### src/rtl/pwm_softstart.sv
// Soft-start PWM: duty steps toward the clamped target once per period (direct load unless PWM_SOFTSTART_EN).
// Latency: all outputs registered; pwm_out follows cnt/duty_now by one clock, status flags by one clock after the wrapping tick.
// Backpressure: none; tick is the only time base and enable=0 clears the block on the next edge.
module pwm_softstart #(
  parameter int WIDTH  = 8,
  parameter int PERIOD = 200
) (
  input  logic             original_clk,
  input  logic             reset,
  input  logic             tick,
  input  logic             enable,
  input  logic [WIDTH-1:0] duty_target,
  output logic             pwm_out,
  output logic [WIDTH-1:0] duty_now,
  output logic             ramp_done,
  output logic             period_start
);

  localparam logic [1:0] IDLE = 2'd0;
  localparam logic [1:0] RAMP = 2'd1;
  localparam logic [1:0] RUN  = 2'd2;

  localparam logic [WIDTH-1:0] PERIOD_V = WIDTH'(PERIOD);
  localparam logic [WIDTH-1:0] LAST_V   = WIDTH'(PERIOD - 1);
  localparam logic [WIDTH-1:0] ONE_V    = WIDTH'(1);

  logic [1:0]       state;
  logic [WIDTH-1:0] cnt;
  logic [WIDTH-1:0] tgt;
  logic [WIDTH-1:0] duty_step;
  logic             wrap;
  logic             clear_all;
  logic             at_target;

  assign tgt       = (duty_target > PERIOD_V) ? PERIOD_V : duty_target;
  assign wrap      = tick && (cnt >= LAST_V);
  assign clear_all = !reset || (state == IDLE) || !enable;
  assign at_target = (duty_step == tgt);

  // Duty value that will be applied at the next wrap.
  always_comb begin
    duty_step = duty_now;
`ifdef PWM_SOFTSTART_EN
    if (duty_now < tgt) begin
      duty_step = duty_now + ONE_V;
    end else if (duty_now > tgt) begin
      duty_step = duty_now - ONE_V;
    end
`else
    duty_step = tgt;
`endif
  end

  always_ff @(posedge original_clk) begin
    if (clear_all) begin
      // Reset, IDLE and a dropped enable all clear every register; only a
      // live IDLE with enable=1 leaves for RAMP.
      state        <= (reset && (state == IDLE) && enable) ? RAMP : IDLE;
      cnt          <= '0;
      duty_now     <= '0;
      pwm_out      <= 1'b0;
      ramp_done    <= 1'b0;
      period_start <= 1'b0;
    end else begin
      pwm_out      <= (cnt < duty_now);
      period_start <= wrap;
      if (wrap) begin
        cnt       <= '0;
        duty_now  <= duty_step;
        state     <= at_target ? RUN : RAMP;
        ramp_done <= at_target;
      end else if (tick) begin
        cnt <= cnt + ONE_V;
      end
    end
  end

endmodule
### config.mk
export PLATFORM = sky130hd
export DESIGN_NAME = pwm_softstart
export DESIGN_NICKNAME = d
export VERILOG_FILES = /design/src/rtl/pwm_softstart.sv
export SDC_FILE = /design/constraint.sdc
export NUM_CORES = 1
export LEC_CHECK = 0
export CAP_MARGIN = 20
export CELL_PAD_IN_SITES_DETAIL_PLACEMENT = 1
export CELL_PAD_IN_SITES_GLOBAL_PLACEMENT = 1
export CORE_MARGIN = 2
export CORE_UTILIZATION = 35
export DETAILED_ROUTE_END_ITERATION = 7
export GPL_TIMING_DRIVEN = 0
export PLACE_DENSITY = 0.82
export SLEW_MARGIN = 20
export SYNTH_ARGS = -nofsm -noshare
export SYNTH_HDL_FRONTEND = slang
export SYNTH_SLANG_ARGS = --single-unit
### constraint.sdc
create_clock -name original_clk -period 4.2 [get_ports original_clk]
set_input_delay 0.63 -clock original_clk [delete_from_list [all_inputs] [get_ports original_clk]]
set_output_delay 0.63 -clock original_clk [all_outputs]
set_load 0.02 [all_outputs]
==> impl_metrics.ini, run 1 <==
[clock_tree]
hold_buffers = 0
clk_latency_ns = 0.31
clock-sinks = 21
clock-root-buffer = clkbuf_4
clockBufferDepth = 2
cts_tree = built
cts_resized = 0
path_clk_slew_ns = 0.11
htree_levels = 1
post_cts_buffers = 0
numCtsBuffers = 3

[critical_path]
worstSetupPathType = reg -> out
end_kind = primary output
cpPeakStageDelay_ns = 0.62
worst_ep_arrival_time_ns = 1.32
path_cells = clkdlybuf4s50_1
path_delay_family = buffers and inverters
slowest_stage = clkdlybuf4s50_1
worstPathMaxFanout = 3
worst-path-buf-inv = 1
critPathRequiredTime_ns = 3.57
critPathLaunchType = flip-flop

[cells_and_area]
fin_area_sq_um = 1360
n_antenna_cell = 0
stdcell_count = 171
drive_gt1_share_pct = 6.52
final_nets = 159
fillers = 355
area_growth_syn_to_layout_pct = 25.6

[yosys]
synth_edf_count = 2
netlist_top_cells_area = dfxtp_1, ha_1, mux2i_1
netlist_area_sq_um = 1080
syn-num-nets = 133
synthFlopType = dfxtp_1
yosysSeqAreaShare_pct = 40.6
synth_largest_area_cell = dfxtp_1
ys_ff_latch = 21
async_flop_share_pct = 0
postSynthAreaPerCell_sq_um = 9.59
syn_inst = 113
synth.top_cell.area_share_pct = 35.1
ys_warn_count = 0
synth_cell_types = 30

[route]
drc_errors = 0
drt_iter0_drc = 7
num_vias = 909
wl_per_cell_um = 14.9
dr.pass1.iters = 4
postRouteAntennaNets = 0
routed_wl_um = 2550
viasPerCell = 5.32

[timing]
fin_crit_sh_pct = 46.4
finClkSkew_ns = 0.00231
tightestPinTransition_ns = 0.697
hold_slack_ns = 0.484
period_minus_slack_ns = 1.95
slew_viol_final = 0
maxSlewHeadroom_pct = 53.0
rsz0062_at_grt = false
finalSetupViolCount = 0
fmax_ghz = 0.513
hold_viol_final = 0
fin_setup_tns_ns = 0

[global_route]
grt-ovfl-total = 0
grt_pass1_vias = 930
grt.total_usage_pct = 16.3
antenna_found_initial = 0
grt_first_pass_wirelength_um = 4280
grt_start_max_net_pins = 12

[die]
die_w_um = 59.6
io_pins = 23
die_h_um = 59.6
die_area_sq_um = 3560
core_sq_um = 3000
num_rows = 20
start_util_pct = 36.1

[placement]
gp_congestion = 0.748
dpl-instance-area_sq_um = 1340
hpwl_um = 1980
dp_cells = 167
portBuffers = 21

[job]
max_cap_violations = 0

[power]
powerDensity_nw_per_um2 = 246
ir_drop_mv = 0.159
p_leak_uw = 0.000472

[min_path]
hp-class = reg -> reg

[run_status]
outcome = complete, no violations
-- cell usage after synthesis (3+ instances only) --
library cell   n
nand2_1       14
dfxtp_1       19
ha_1           8
nor2_1         5
o21ai_0        4
nand4_1        3
a21oi_1        3
nand3_1        8
mux2i_1        9
xor2_1         3
inv_1         10
-- power breakdown --
part	internal, uW	leakage (uW)	total (uW)	switching (uW)
clock network	37.1	0.0000150	98.4	61.3
registers	206	0.000176	208	1.95
logic	14.3	0.000281	28.8	14.5
-- placed cells by master, fill, tap and decap left out --
cell type        Yosys  layout
a31oi_1              1       1
clkbuf_1             1       2
dfxtp_1             19      19
nand2_1             14      14
nand4_1              3       3
xor2_1               3       3
xnor2_1              1       1
a2111o_1             2       2
nand3_1              8       8
clkdlybuf4s50_1      0      21
o21a_1               1       1
o311ai_0             1       1
o21ai_0              4       4
a2111oi_4            1       1
and3_1               2       2
mux2i_1              9       9
or3_1                2       2
o21ba_4              1       1
nand2b_1             2       2
ha_1                 8       8
nor2_1               5       5
and4_1               1       1
o21ai_4              1       1
a21oi_1              3       3
clkbuf_4             0       3
edfxtp_1             2       2
buf_2                2       2
o2111ai_1            1       1
o211a_1              2       2
inv_1               10      10
nor3_1               2       2
nor2_4               1       1
-- worst register-to-register path, cell delays in order, from the launching register on --
cell       delay (ns)
dfxtp_1          0.37
ha_1             0.29
a2111oi_4        0.52
o21ai_4          0.19
o21ba_4          0.24
-- area by class of cell --
type	instances	area [sq um]	share of cell area (%)
plain buffers	3	13.8	1.01
clock buffers	4	26.3	1.93
inverters	10	37.5	2.76
multi-input cells	79	592	43.5
flip-flops and latches	21	440	32.4
well taps	33	41.3	3.03
repair buffers	21	210	15.4
-- layer usage --
metal / GRT usage [%] / up-vias / share of wire [%]
met5: 0 / - / 0
met4: 4.76 / 0 / 1.3
met3: 4.59 / 5 / 2.6
met2: 28.6 / 15 / 51
met1: 19.0 / 438 / 45
li1: - / 451 / -
-- sequential cells by signal (all words and copies together) (netlist names) --
register      flops
cnt               8
duty_now          8
period_start      1
pwm_out           1
ramp_done         1
state             2
-- metrics by stage --
stage | worst slack, ns | utilization (%) | total power [uW]
2_1_floorplan | 2.65 | - | 225
3_5_place_dp | 2.04 | 44.5 | 242
5_1_grt | 2.18 | 45.3 | 354
3_3_place_gp | 2.10 | 44.5 | 239
6_report | 2.25 | 45.3 | 335
4_1_cts | 2.23 | 45.3 | 342
-- cell families after synthesis --
family                   count (synthesis)  synth area share, %
flip-flops                              21                 40.6
AO/OA/AOI/OAI                           18                 15.6
buffers and inverters                   13                 4.73
AND/OR/NAND/NOR                         40                 18.2
XOR/XNOR                                 4                 3.23
multiplexers                             9                 8.31
adder cells (fa/ha/maj)                  8                 9.24
-- final timing paths --
path	cells past startpoint	to	start	slack, ns
worst min-delay path	2	duty_now[3]	duty_now[3]	0.48
worst max register to register	4	cnt[7]	cnt[0]	2.55
worst max-delay path	1	duty_now[7]	duty_now[7]	2.25
worst min register to register	2	duty_now[3]	duty_now[3]	0.48
Power figures use the tool's default switching activity.
==> inputs of run 2 (changes only) <==
CORE_UTILIZATION = 34   (was 35)
PLACE_DENSITY = 0.83   (was 0.82)
clock period = 1.7 ns   (was 4.2 ns; I/O delays follow)
==> impl_metrics.ini, run 2 (same netlist as run 1, synthesis figures left out) <==
[timing]
fin_crit_sh_pct = 94.3
fmax_ghz = 0.623
hold_viol_final = 0
slew_viol_final = 0
rsz0062_at_grt = false
tightestPinTransition_ns = 0.713
hold_slack_ns = 0.348
period_minus_slack_ns = 1.60
finalSetupViolCount = 0
maxSlewHeadroom_pct = 51.9
setup_slack_ns = 0.0961
finClkSkew_ns = 0.00740

[critical_path]
critPathRequiredTime_ns = 1.95
critPathLaunchType = flip-flop
reg2reg_slack_ns = 0.1
worstSetupPathType = reg -> reg
worstPathMaxFanout = 10
worst-path-buf-inv = 0
slowest_stage = a2111oi_4
end_kind = flip-flop
path_delay_family = compound AO/OA/AOI/OAI gates
path_cells = ha_1 > a2111oi_4 > o21ai_4 > o21ba_4
worst_ep_arrival_time_ns = 1.85
cpPeakStageDelay_ns = 0.48

[cells_and_area]
final_cell_mix = clkdlybuf4s50_1, dfxtp_1, nand2_1
fin_area_sq_um = 1380
final_common_cell = clkdlybuf4s50_1
final_nets = 159
fillers = 367
drive_gt1_share_pct = 6.52
area_growth_syn_to_layout_pct = 26.9
reg_top3 = cnt: 8 flops, duty_now: 8 flops, state: 2 flops
n_antenna_cell = 0

[global_route]
antenna_found_initial = 0
grt_pass1_vias = 971
grt.total_usage_pct = 15.5
grt_start_max_net_pins = 12
grt_first_pass_wirelength_um = 4220
grt-ovfl-total = 0

[placement]
hpwl_um = 2030
gp_congestion = 0.726
dpl-instance-area_sq_um = 1350
pre_cts_ws_ns = -0.128
portBuffers = 21

[clock_tree]
hold_buffers = 0
clock-root-buffer = clkbuf_4
path_clk_slew_ns = 0.11
post_cts_buffers = 0
clockBufferDepth = 2
numCtsBuffers = 3
cts_resized = 0
htree_levels = 1
clock-sinks = 21
clk_latency_ns = 0.29
cts_tree = built

[die]
start_util_pct = 35.5
num_rows = 20
io_pins = 23
die_w_um = 60.5
die_area_sq_um = 3650
core_sq_um = 3050
die_h_um = 60.5

[power]
ir_drop_mv = 0.227
powerDensity_nw_per_um2 = 594
p_leak_uw = 0.000472
swShare_pct = 22.3
p_int_uw = 634
combPwrFrac_pct = 8.7
p_sw_uw = 183
p_clk_share_pct = 28.6
power_frac_seq_pct = 62.7

[min_path]
hp-class = in -> reg

[job]
max_cap_violations = 0

[route]
viasPerCell = 4.98
wl_per_cell_um = 14.0
dr.pass1.iters = 3
postRouteAntennaNets = 0
drc_errors = 0
drt_iter0_drc = 12
routed_wl_um = 2540
num_vias = 906

[run_status]
outcome = complete, no violations
## run 2: cell counts in the layout (fill, tap and decap cells not counted)
No cell type changed its count.
## run 2: final timing paths
kind,start,to,cells past startpoint
worst max-delay path,cnt[0],cnt[7],4
worst min-delay path,tick,cnt[1],3
worst max register to register,cnt[0],cnt[7],4
worst min register to register,ramp_done,ramp_done,1
## run 2: metrics by stage
| step | utilization [%] | std cells | TNS [ns] | power, uW |
|---|---|---|---|---|
| CTS | 45.0 | 182 | 0 | 837 |
| floorplan | - | 113 | 0 | 556 |
| global placement | 44.2 | 178 | -0.0750 | 591 |
| global route | 45.0 | 182 | 0 | 872 |
| finish | 45.0 | 182 | 0 | 817 |
| detailed placement | 44.2 | 178 | -0.294 | 595 |
## run 2: per-layer routing
metal / up-vias / track usage (%) / routed length (um)
li1: 450 / - / -
met1: 442 / 17.6 / 1140
met2: 12 / 29.8 / 1340
met5: - / 0 / 0
met3: 2 / 0.640 / 35
met4: 0 / 6.52 / 27
## run 2: layout make-up
cell class / instances / area, sq um / area share, %
clock buffers: 4 / 26.3 / 1.91
inverters: 10 / 37.5 / 2.73
flip-flops and latches: 21 / 440 / 32.0
multi-input cells: 79 / 592 / 43.0
plain buffers: 3 / 13.8 / 1.00
well taps: 44 / 55.1 / 4.00
repair buffers: 21 / 210 / 15.3
## run 2: worst min-delay path, cell delays in order
cell	delay [ns]
buf_2	0.18
mux2i_1	0.09
nor2_1	0.08
## run 2: power groups by stage
stage                     combinational [uW]  sequential (uW)  clock [uW]
after floorplan                         33.0              523           0
after global placement                  67.2              523           0
after detailed placement                71.1              524           0
after CTS                               71.3              513         252
after global routing                    77.8              514         280
final                                   70.8              512         234
